### src/rtl/key_debounce.sv
// Per-key two-flop synchroniser and stability-counter debouncer for active-low buttons.
// Produces clean levels, one-cycle press/release pulses and an any-key-down flag.
module key_debounce #(
   parameter int unsigned N_KEYS          = 4,
   parameter int unsigned DEBOUNCE_CYCLES = 1000000,
   parameter int unsigned CNT_W           = 20
) (
   input  logic              CLK,
   input  logic              RST,
   input  logic [N_KEYS-1:0] KEY,
   output logic [N_KEYS-1:0] KEY_CLEAN,
   output logic [N_KEYS-1:0] PRESS,
   output logic [N_KEYS-1:0] RELEASE,
   output logic              ANY_DOWN
);

   typedef enum logic [1:0] {
      STABLE,
      PENDING,
      ACCEPT
   } key_state_t;

   localparam logic [CNT_W-1:0] CNT_MAX = CNT_W'(DEBOUNCE_CYCLES - 1);

   logic [N_KEYS-1:0] sync1;
   logic [N_KEYS-1:0] sync2;
   logic [CNT_W-1:0]  cnt      [N_KEYS];
   logic [CNT_W-1:0]  cnt_next [N_KEYS];
   key_state_t        state    [N_KEYS];
   logic [N_KEYS-1:0] clean_next;
   logic [N_KEYS-1:0] press_next;
   logic [N_KEYS-1:0] release_next;

   always_ff @(posedge CLK) begin
      if (RST) begin
         sync1     <= '1;
         sync2     <= '1;
         KEY_CLEAN <= '1;
         PRESS     <= '0;
         RELEASE   <= '0;
         ANY_DOWN  <= 1'b0;
         for (int unsigned i = 0; i < N_KEYS; i++) begin
            cnt[i] <= '0;
         end
      end else begin
         sync1     <= KEY;
         sync2     <= sync1;
         KEY_CLEAN <= clean_next;
         PRESS     <= press_next;
         RELEASE   <= release_next;
         // ANY_DOWN follows the next clean value so it moves on the same edge.
         ANY_DOWN  <= ~&clean_next;
         for (int unsigned i = 0; i < N_KEYS; i++) begin
            cnt[i] <= cnt_next[i];
         end
      end
   end

   always_comb begin
      clean_next   = KEY_CLEAN;
      press_next   = '0;
      release_next = '0;
      for (int unsigned i = 0; i < N_KEYS; i++) begin
         cnt_next[i] = '0;
         if (sync2[i] == KEY_CLEAN[i]) begin
            state[i] = STABLE;
         end else if (cnt[i] == CNT_MAX) begin
            state[i] = ACCEPT;
         end else begin
            state[i] = PENDING;
         end

         case (state[i])
            PENDING: cnt_next[i] = cnt[i] + CNT_W'(1);
            ACCEPT: begin
               clean_next[i]   = sync2[i];
               press_next[i]   = ~sync2[i];
               release_next[i] = sync2[i];
            end
            default: cnt_next[i] = '0;
         endcase
      end
   end

endmodule
### config.mk
export PLATFORM = sky130hd
export DESIGN_NAME = key_debounce
export DESIGN_NICKNAME = d
export VERILOG_FILES = /design/src/rtl/key_debounce.sv
export SDC_FILE = /design/constraint.sdc
export NUM_CORES = 1
export LEC_CHECK = 0
export CAP_MARGIN = 20
export CORE_UTILIZATION = 60
export CTS_CLUSTER_DIAMETER = 100
export DETAILED_ROUTE_END_ITERATION = 8
export GPL_TIMING_DRIVEN = 0
export PLACE_DENSITY = 0.75
export SLEW_MARGIN = 15
export SYNTH_ARGS = -nofsm -noshare
export SYNTH_HDL_FRONTEND = slang
export SYNTH_SLANG_ARGS = --single-unit
### constraint.sdc
create_clock -name CLK -period 5.9 [get_ports CLK]
set_clock_uncertainty 0.05 [all_clocks]
set_input_delay 1.18 -clock CLK [delete_from_list [all_inputs] [get_ports CLK]]
set_output_delay 1.18 -clock CLK [all_outputs]
set_load 0.005 [all_outputs]
After elaboration in Yosys (flattened, before gate mapping)
Memory sizes are Yosys's and may differ from the RTL's.
Cells that the tools add are included.
{"block": "word_totals", "ff_bits": 21, "mem_bits_rw": 80, "input_bits": 6, "output_inout_bits": 13, "word_cells": 74, "mem_count": 1}
{"name": "cnt", "words": 4, "word_bits": 20, "rd": 4, "rd_ports_with_merged_regs": 0, "wr": 4, "line": "27", "source": "logic [CNT_W-1:0] cnt [N_KEYS];"}
{"block": "op_classes", "n_bitwise": 12, "n_mux": 23, "n_eq_ne": 16, "reduce_logical": 6, "n_addsub": 4}
{"op": "$mux W20", "count": 8}
{"op": "$add A20 B1 Y20 const B", "count": 4}
{"op": "$eq A20 B20 Y1 const B", "count": 4}
{"op": "$mux W2", "count": 8}
{"op": "$eq A2 B1 Y1 const B", "count": 4}
{"op": "$eq A2 B2 Y1 const B", "count": 4}
{"op": "$not A1 Y1", "count": 8}
{"op": "$reduce_or A2 Y1", "count": 4}
{"op": "$mux W1", "count": 7}
{"op": "$eq A1 B1 Y1", "count": 4}
{"op": "$or A1 B1 Y1", "count": 4}
{"op": "$reduce_and A4 Y1", "count": 1}
{"op": "$logic_not A1 Y1", "count": 1}

Logic depth before layout (Yosys ltp)
{"block": "logic_depth", "depth_word": 7, "mapped_depth": 8, "mapped_depth_nobuf": 6}

Worst setup path after synthesis
Ideal clock, no wire load.
{"block": "synth_path", "kind": "input -> register", "startpoint": "input RST", "endpoint": "memory cnt[1][12]", "setup_ns": 0.117, "n_path_buf": 2, "t_arrival_ns": 1.883, "required_ns": 5.733, "cell_stages": 5, "setup_slack_ns": 3.849, "path_cell_list": "a21o_1 > nand2b_1 > clkbuf_1 > buf_2 > nor2_1"}
{"element": "from (decl)", "line": "9", "source": "input logic RST,"}
{"element": "to (decl)", "line": "27"}

Worst setup path in the final report
{"block": "layout_path", "startpoint": "register KEY_CLEAN[0]", "endpoint": "output KEY_CLEAN[0]"}
{"element": "from (decl)", "line": "11", "source": "output logic [N_KEYS-1:0] KEY_CLEAN,"}
{"element": "from (signal assigned)", "line": "48", "source": "KEY_CLEAN <= clean_next;"}
No word-level cell between the ends.

==> results.md <==
- Run status: finished with violations
- Violations in the final reports: DRC
- GR met2 Demand/Resource: 34.0%
- TritonCTS clock tree: built
- Shortest clock period the worst path allows after layout: 2.55 ns
- Crit path required time: 4.67 ns
- Initial cell density of the core: 63.1%
- Worst Setup Start Kind: flip-flop
- Actual transition at the worst max-transition pin: 0.774 ns
- Commonest cells post-synth: 101 x sky130_fd_sc_hd__dfxtp_1, 98 x sky130_fd_sc_hd__nor2_1, 38 x sky130_fd_sc_hd__xor2_1
- Compound-gate portion of the synthesized area: 0.584%
- Max-Cap Viols: 0
- Netlist cell types: 31
- Worst-path maximum fanout: 4
- Core Box Area: 6460 sq um
- Fraction of met1 tracks used by global routing: 26.1%
- Tot Pwr: 1.14 mW
- Total Neg Setup Slack: 0 ns
- CP endpoint kind: output port
- Sink count of the clock tree: 101
- Number of enable flip-flop cells after synthesis: 0
- Post-Route WL: 6.77 mm
- Synthesis Warnings: 0
- Post-route fraction of the period consumed by the critical path: 43.3%
- Post-Syn Area per Cell: 9.24 sq um
- Post-layout nets: 480
- Global-route wire length before repair: 11.7 mm
- Number of storage elements in the synthesis netlist: 101
- Peak VDD IR: 0.000115 V
- Register-to-register path setup slack: 3.73 ns
- Dominant combinational cell family by area after synthesis: simple AND/OR/NAND/NOR gates
- Proportion of register bits with asynchronous set or reset after synthesis: 0%
- Met3 usage in global routing: 6.59%
- Number of slew-limit violations in the final report: 0
- Root cell of the clock tree: sky130_fd_sc_hd__clkbuf_8
- Gpl congestion: 0.776
- I/O pin count: 19
- Overflow after GRT: 0
- Crit-path leading delay family: buffers and inverters
- Multiplexer fraction of the synthesized cell area: 0.983%
- Worst min-delay path category: reg2reg
- Finished Layout Cells: 550
- PD cells: 250 nW/um^2
- Max_slew headroom: 48.0%
- Count of routing violations after the opening detailed-route iteration: 86
- Clock network latency to the later pin of the worst-skew pair: 0.35 ns
- Number of buffers inserted to repair setup after CTS: 0
- Xor and xnor fraction of the mapped netlist area: 15.9%
- DRC: 1
- Post-synthesis share of cell area spent on and, or, nand and nor gates: 30.0%
- Total routing usage reported by global routing: 20.6%
- Critical Path AT: 1.32 ns
- Setup repair after global routing missed its margin: false
- Via count of the routed design: 2920
- Post-Syn Area: 4070 sq um
- Largest area contributor in the synthesized netlist: sky130_fd_sc_hd__dfxtp_1
- Number of search-and-repair iterations in the first detailed-routing pass: 6
- Largest cells by area after synthesis: sky130_fd_sc_hd__dfxtp_1 50%, sky130_fd_sc_hd__nor2_1 9.0%, sky130_fd_sc_hd__xor2_1 8.2%
- Hold Buf Count CTS: 0
- Inserted Clock Buffers: 9
- Slowest stage delay, CP: 0.54 ns
- Wire length per cell: 12.3 um
- Number of nets with antenna violations after detailed routing: 0
- Maximum number of pins on one net before global-route repair: 15
- Initial antenna violation count: 0
- Floorplan row count: 29
- Busiest layer in global routing: met2
- Synthesis-to-finish area growth: 11.7%
- Max Fclk: 392 MHz
- Die outline area: 7120 sq um
- Final count of negative-setup-slack endpoints: 0
- Via count of the first global-routing pass: 2721
- Most used flip-flop cell after synthesis: sky130_fd_sc_hd__dfxtp_1
- HPWL Detailed: 4.78 mm
- Setup Crit Path Kind: reg2out
- Overall die width: 84.4 um
- # port buffers: 18
- Placed Cells: 536
- Cells resized by post-CTS repair: 0
- Standard cell with the maximum stage delay on the critical path: sky130_fd_sc_hd__clkdlybuf4s50_1
- Clock-pin slew of the registers on the worst-case setup and hold paths: 0.08 ns
- Portion of the post-synthesis area used by sequential elements: 49.6%
- Share of post-route cells with drive strength above 1: 5.92%
- Inserted Diodes: 0
- Lkg Pwr: 1.52 nW
- Top-count cell post-synth: sky130_fd_sc_hd__dfxtp_1
- Maximum root-to-sink buffer count: 2
- Post-synthesis adder-cell area fraction: 1.23%
- Vertical die dimension: 84.4 um
- Via density per instance: 5.31
- Synth Net Count: 451
- Share of the synthesized area in the top cell type: 49.6%
- Max H-tree Level: 3
- Buffer and inverter count on the worst path: 1
- Hold Violations, Final: 0
- Synthesized instance count: 441
- Crit path cell chain: clkdlybuf4s50_1
stage by stage:
step                util, %  hold slack [ns]  instance area (sq um)  worst slack (ns)
detailed placement     67.3            0.346                   4350              2.99
global route           70.4            0.388                   4550              3.23
global placement       67.3            0.344                   4350              2.99
CTS                    70.4            0.378                   4550              3.33
floorplan                 -            0.339                   4070              3.85
finish                 70.4            0.371                   4550              3.35
logic make-up after synthesis:
| family | Yosys count |
|---|---|
| buffers and inverters | 16 |
| AND/OR/NAND/NOR | 239 |
| AO/OA/AOI/OAI | 3 |
| XOR/XNOR | 74 |
| multiplexers | 4 |
| flip-flops | 101 |
| adder cells (fa/ha/maj) | 4 |
power by group:
group | internal, mW | switching, mW | total, mW
logic | 0.00693 | 0.00834 | 0.0153
registers | 0.684 | 0.00195 | 0.686
clock network | 0.227 | 0.209 | 0.436
state kept, by name, summed over array words and instances (netlist names):
name,flops
ANY_DOWN,1
cnt,80
RELEASE,4
sync1,4
PRESS,4
KEY_CLEAN,4
sync2,4
final timing paths:
| kind | endpoint | start | cells past startpoint |
|---|---|---|---|
| max | KEY_CLEAN[0] | KEY_CLEAN[0] | 1 |
| min reg2reg | sync2[1] | sync1[1] | 1 |
| max reg2reg | cnt[1][14] | cnt[1][0] | 8 |
| min | sync2[1] | sync1[1] | 1 |
layer usage:
layer	routed length (um)	vias up
li1	-	1525
met2	3170	32
met4	56	0
met5	0	-
met3	198	5
met1	3340	1358
placed cells by master (no fill, tap or decap), drive strengths merged, types with 8 or more instances in the layout:
cell type	Yosys	routed
and2	8	8
and3	16	16
dfxtp	101	101
nor2	98	98
nor4b	8	8
and4	9	9
nand2b	8	8
clkdlybuf4s50	0	18
xnor2	36	36
nand4	20	20
nand2	26	26
or2	8	8
nand3	23	23
clkbuf	5	18
xor2	38	38
area by class of cell:
type,instances,area (sq um)
clock buffer,13,169
fill,502,1910
multi-input combinational,324,1980
clock inverter,1,30.0
inverter,7,26.3
timing repair buffer,18,180
sequential,101,2020
buffer,9,41.3
tap,77,96.3
Power figures use the tool's default switching activity.
